`src/rtl/ls_issue_queue.sv`:
```
// In-order load/store issue queue: buffers dispatched LW/SW ops, wakes operand 1
// from the CDB and issues the head entry to the LS pipe in program order.
module ls_issue_queue #(
    parameter int DEPTH = 8,
    parameter int PTR_W = 3
) (
    input  logic             clk,
    input  logic             rst,
    input  logic             disp_valid,
    output logic             disp_ready,
    input  logic [15:0]      disp_pc,
    input  logic [3:0]       disp_opcode,
    input  logic [15:0]      disp_opr1,
    input  logic             disp_opr1_rdy,
    input  logic [4:0]       disp_opr1_tag,
    input  logic [15:0]      disp_opr2,
    input  logic [4:0]       disp_rrf_dest,
    input  logic [1:0]       disp_cz,
    input  logic             disp_cmp,
    input  logic             cdb_valid,
    input  logic [4:0]       cdb_tag,
    input  logic [15:0]      cdb_data,
    input  logic             ls_stall,
    input  logic             flush,
    output logic             iss_valid,
    output logic [15:0]      iss_pc,
    output logic [3:0]       iss_opcode,
    output logic [15:0]      iss_opr1,
    output logic [15:0]      iss_opr2,
    output logic [4:0]       iss_rrf_dest,
    output logic [1:0]       iss_cz,
    output logic             iss_cmp,
    output logic             disp_illegal,
    output logic [PTR_W:0]   count
);

    localparam logic [3:0]     OP_LW = 4'b0100;
    localparam logic [3:0]     OP_SW = 4'b0101;
    localparam logic [PTR_W:0] FULL  = (PTR_W + 1)'(DEPTH);

    typedef struct packed {
        logic [15:0] pc;
        logic [3:0]  opcode;
        logic [15:0] opr1;
        logic        rdy;
        logic [4:0]  tag;
        logic [15:0] opr2;
        logic [4:0]  dest;
        logic [1:0]  cz;
        logic        cmp;
    } entry_t;

    entry_t             ent [DEPTH];
    logic [DEPTH-1:0]   vld;
    logic [PTR_W-1:0]   head;
    logic [PTR_W-1:0]   tail;
    logic [PTR_W:0]     cnt;

    logic   legal;
    logic   accept;
    logic   illegal_req;
    logic   disp_wake;
    logic   issue;
    entry_t head_ent;
    entry_t new_ent;

    assign disp_ready  = (cnt != FULL);
    assign legal       = (disp_opcode == OP_LW) || (disp_opcode == OP_SW);
    assign accept      = disp_valid && disp_ready && legal && !flush;
    assign illegal_req = disp_valid && disp_ready && !legal && !flush;
    assign disp_wake   = !disp_opr1_rdy && cdb_valid && (cdb_tag == disp_opr1_tag);
    assign head_ent    = ent[head];

    // Readiness is the stored bit, so a wakeup at this edge issues one edge later.
    assign issue = vld[head] && head_ent.rdy && !ls_stall && !flush;

    always_comb begin
        new_ent        = '0;
        new_ent.pc     = disp_pc;
        new_ent.opcode = disp_opcode;
        new_ent.opr1   = disp_wake ? cdb_data : disp_opr1;
        new_ent.rdy    = disp_opr1_rdy || disp_wake;
        new_ent.tag    = disp_opr1_tag;
        new_ent.opr2   = disp_opr2;
        new_ent.dest   = disp_rrf_dest;
        new_ent.cz     = disp_cz;
        new_ent.cmp    = disp_cmp;
    end

    always_ff @(posedge clk or posedge rst) begin
        if (rst) begin
            vld <= '0;
            for (int i = 0; i < DEPTH; i++) begin
                ent[i] <= '0;
            end
        end else if (flush) begin
            vld <= '0;
        end else begin
            for (int i = 0; i < DEPTH; i++) begin
                if (accept && (tail == PTR_W'(i))) begin
                    vld[i] <= 1'b1;
                    ent[i] <= new_ent;
                end else if (issue && (head == PTR_W'(i))) begin
                    vld[i] <= 1'b0;
                end else if (vld[i] && !ent[i].rdy && cdb_valid &&
                             (ent[i].tag == cdb_tag)) begin
                    ent[i].opr1 <= cdb_data;
                    ent[i].rdy  <= 1'b1;
                end
            end
        end
    end

    always_ff @(posedge clk or posedge rst) begin
        if (rst) begin
            head <= '0;
            tail <= '0;
            cnt  <= '0;
        end else if (flush) begin
            head <= '0;
            tail <= '0;
            cnt  <= '0;
        end else begin
            if (issue) begin
                head <= head + 1'b1;
            end
            if (accept) begin
                tail <= tail + 1'b1;
            end
            unique case ({accept, issue})
                2'b10:   cnt <= cnt + 1'b1;
                2'b01:   cnt <= cnt - 1'b1;
                default: cnt <= cnt;
            endcase
        end
    end

    always_ff @(posedge clk or posedge rst) begin
        if (rst) begin
            iss_valid    <= 1'b0;
            iss_pc       <= '0;
            iss_opcode   <= '0;
            iss_opr1     <= '0;
            iss_opr2     <= '0;
            iss_rrf_dest <= '0;
            iss_cz       <= '0;
            iss_cmp      <= 1'b0;
            disp_illegal <= 1'b0;
        end else begin
            iss_valid    <= issue;
            disp_illegal <= illegal_req;
            if (issue) begin
                iss_pc       <= head_ent.pc;
                iss_opcode   <= head_ent.opcode;
                iss_opr1     <= head_ent.opr1;
                iss_opr2     <= head_ent.opr2;
                iss_rrf_dest <= head_ent.dest;
                iss_cz       <= head_ent.cz;
                iss_cmp      <= head_ent.cmp;
            end
        end
    end

    assign count = cnt;

endmodule
```
`config.mk`:
```
export PLATFORM = sky130hd
export DESIGN_NAME = ls_issue_queue
export DESIGN_NICKNAME = d
export VERILOG_FILES = /design/src/rtl/ls_issue_queue.sv
export SDC_FILE = /design/constraint.sdc
export NUM_CORES = 2
export LEC_CHECK = 0
export CORE_ASPECT_RATIO = 1.75
export CORE_MARGIN = 2
export CORE_UTILIZATION = 40
export DETAILED_ROUTE_END_ITERATION = 6
export SLEW_MARGIN = 20
export SYNTH_ARGS = -nofsm -noshare
export SYNTH_HDL_FRONTEND = slang
export SYNTH_SLANG_ARGS = --single-unit
export TNS_END_PERCENT = 100
```
`constraint.sdc`:
```
create_clock -name clk -period 18 [get_ports clk]
set_input_delay 1.8 -clock clk [delete_from_list [all_inputs] [get_ports clk]]
set_output_delay 1.8 -clock clk [all_outputs]
set_load 0.02 [all_outputs]
```
==> results.sh <==
export IMPL_outcome="finished, violations left"
export IMPL_violations="DRC"
export IMPL_ys_warn_count=0
export IMPL_utilization_pct=46.97
export IMPL_power_density_nw_per_um2=98.01
export IMPL_slew_viol_final=0
export IMPL_synth_top_area_share_pct=54.73
export IMPL_grt_pass1_wl_mm=115.6
export IMPL_synth_avg_cell_area_um2=13.37
export IMPL_syn_to_final_growth_pct=15.97
export IMPL_synth_nets=2187
export IMPL_cts_root_buf="clkbuf_16"
export IMPL_cts_tree="built"
export IMPL_yosys_most_used_dff="dfrtp_1"
export IMPL_grt_setup_unrepaired="no"
export IMPL_syn_inst=2079
export IMPL_initial_utilization_pct=40.50
export IMPL_dp_hpwl_mm=44.54
export IMPL_drc=29
export IMPL_setup_violations=0
export IMPL_cpMostUsedCell="buf_4"
export IMPL_cts_sink_count=608
export IMPL_cts_path_max_buffers=3
export IMPL_hold_viol_final=0
export IMPL_fin_skew_ns=0.03482
export IMPL_path_class="in2reg"
export IMPL_min_period_over_period_pct=27.30
export IMPL_synth_top_area_cell="dfrtp_1"
export IMPL_cp_start_kind="input port"
export IMPL_synth_edf_count=0
export IMPL_whs_ns=0.4686
export IMPL_routed_via_density=5.700
export IMPL_nNetsFinal=2284
export IMPL_synth_distinct_cells=55
export IMPL_vias=17813
export IMPL_die_y_um=352.7
export IMPL_wl_mm=73.30
export IMPL_synth_seq_cells=608
export IMPL_h_tree_depth=2
export IMPL_ioPinCount=160
export IMPL_cts_buffers=58
export IMPL_leakagePower_nw=15.32
export IMPL_crit_fanout=37
export IMPL_timing_fmax_mhz=203.5
export IMPL_holdCritPathClass="reg2reg"
export IMPL_max_vdd_ir_drop_uv=104.1
export IMPL_die_x_um=203.3
export IMPL_period_minus_slack_ns=4.914
export IMPL_hold_buffers=0
export IMPL_critPathRequiredTime_ns=18.50
export IMPL_netlist_area_um2=27800
export IMPL_antenna_cells_inserted=0
export IMPL_wl_per_cell_um=23.46
export IMPL_detail_route_antenna_nets=0
export IMPL_end_kind="flip-flop"
export IMPL_num_rows=127
export IMPL_grt_pass1_vias=19181
export IMPL_finalSetupTns_ns=0
export IMPL_slowest_delay_ns=0.63
export IMPL_clk_latency_ns=0.64
export IMPL_netlist_top_cells_area="dfrtp_1 (55%), mux2_2 (13%), mux4_2 (9.9%)"
export IMPL_maxSlewHeadroom_pct=29.03
export IMPL_clk_pin_slew_worst_paths_ns=0.06
export IMPL_dieArea_um2=71710
export IMPL_worstPathArrival_ns=5.42
export IMPL_overflow=0
export IMPL_post_cts_buffers=0
export IMPL_maxCapViolations=0
export IMPL_grt_max_degree=167
export IMPL_antenna_found_initial=3
export IMPL_synthArstFlopShare_pct=100.0
export IMPL_cts_resized=0
export IMPL_path_cells="clkdlybuf4s50_1, buf_4, inv_1, and4_4, and3_4, buf_4, nor2_1, buf_4, a222oi_1"
export IMPL_dr_first_iter_drc_count=1465
export IMPL_worst_pin_slew_ns=1.063
export IMPL_dr_pass1_iters=7
export IMPL_place_congestion=0.8529
export IMPL_synth_yosys_seq_area_share_pct=54.73
export IMPL_port_buffers=159
export IMPL_drive_above_1_share_pct=28.53
export IMPL_grt_use_total_pct=20.75
export IMPL_power_total_mw=3.160
export IMPL_core_area_um2=68650
export IMPL_crit_path_top_delay_cell="and3_4"
==> metal layers <==
metal,GRT usage (%),vias up,wire (um)
met3,3.470,141,3658
met2,37.48,543,38860
li1,-,7747,-
met4,6.204,6,1990
met1,25.20,9376,28750
met5,0,-,39
==> registers in the layout, indices dropped and copies added, names as in the netlist <==
| register | count |
|---|---|
| iss_opcode | 4 |
| head | 3 |
| disp_illegal | 1 |
| tail | 3 |
| iss_cmp | 1 |
| iss_valid | 1 |
| iss_rrf_dest | 5 |
| iss_opr2 | 16 |
| ent | 528 |
| vld | 8 |
| iss_pc | 16 |
| count | 4 |
| iss_cz | 2 |
| iss_opr1 | 16 |
==> cells by family after synthesis <==
group	Yosys count	synth area share, %
flip-flops	608	54.73
multiplexers	529	26.01
AND/OR/NAND/NOR	367	5.865
buffers and inverters	282	4.231
AO/OA/AOI/OAI	229	6.918
XOR/XNOR	49	1.544
adder cells (fa/ha/maj)	15	0.7021
==> critical path: cells and delay by family <==
family | cells | cell delay [ns]
AOI/OAI and AO/OA | 1 | 0.34
buffers and inverters | 5 | 1.97
and+or+nand+nor | 3 | 1.19
==> cell usage in the layout (no fill, tap or decap), drive strengths merged, types with 18 or more instances in the layout <==
cell type      netlist  final
nand2              207    207
o21ai               64     64
xnor2               40     40
clkdlybuf4s50        0    159
a221oi              32     32
mux2               327    327
nor2                66     66
mux2i               80     80
a222oi              80     80
mux4               122    122
clkbuf              62     84
dfrtp              608    608
and2                18     18
buf                 91     31
inv                129    129
==> stage by stage <==
step / cells / cell area [um^2] / worst slack (ns)
6_report: 3125 / 32240 / 13.09
2_1_floorplan: 2079 / 27800 / 7.905
3_3_place_gp: 3019 / 30150 / 12.52
3_5_place_dp: 3019 / 30150 / 12.49
5_1_grt: 3125 / 32240 / 12.93
4_1_cts: 3125 / 32230 / 13.13
==> synthesized netlist by cell type, types with 9 or more instances <==
cell / count
inv_1: 127
nor2_1: 63
o221a_2: 16
xor2_1: 9
ha_1: 14
clkbuf_1: 61
o21ai_0: 62
nand2_1: 207
xnor2_1: 40
a222oi_1: 80
mux2i_1: 80
mux2_2: 327
and2_1: 17
nand4_1: 14
or3_1: 16
buf_2: 63
mux4_2: 122
dfrtp_1: 608
a221oi_1: 25
buf_1: 20
==> power by group <==
group / switching, mW / internal [mW] / total, mW
registers: 0.0442 / 1.44 / 1.48
logic: 0.174 / 0.166 / 0.340
clock network: 0.543 / 0.794 / 1.34
==> path summary, 6_finish.rpt <==
check / to / from / slack, ns / depth (start not counted)
setup / recovery: ent[437] / flush / 13.09 / 9
hold / removal: ent[180] / ent[180] / 0.47 / 1
setup reg to reg: count[3] / head[0] / 14.21 / 11
hold reg to reg: ent[180] / ent[180] / 0.47 / 1
max in group asynchronous: vld[4] / rst / 13.84 / 5
min in group asynchronous: iss_cmp / rst / 1.78 / 3
==> area by class of cell <==
class / instances / area (um^2)
clock buffers: 84 / 1730
clock inverters: 22 / 347.8
fillers: 6150 / 36410
inverters: 129 / 490.5
multi-input cells: 1189 / 11470
flip-flops and latches: 608 / 15220
well taps: 903 / 1130
repair buffers: 190 / 1844
No activity file was read; power rests on OpenSTA's default activity.
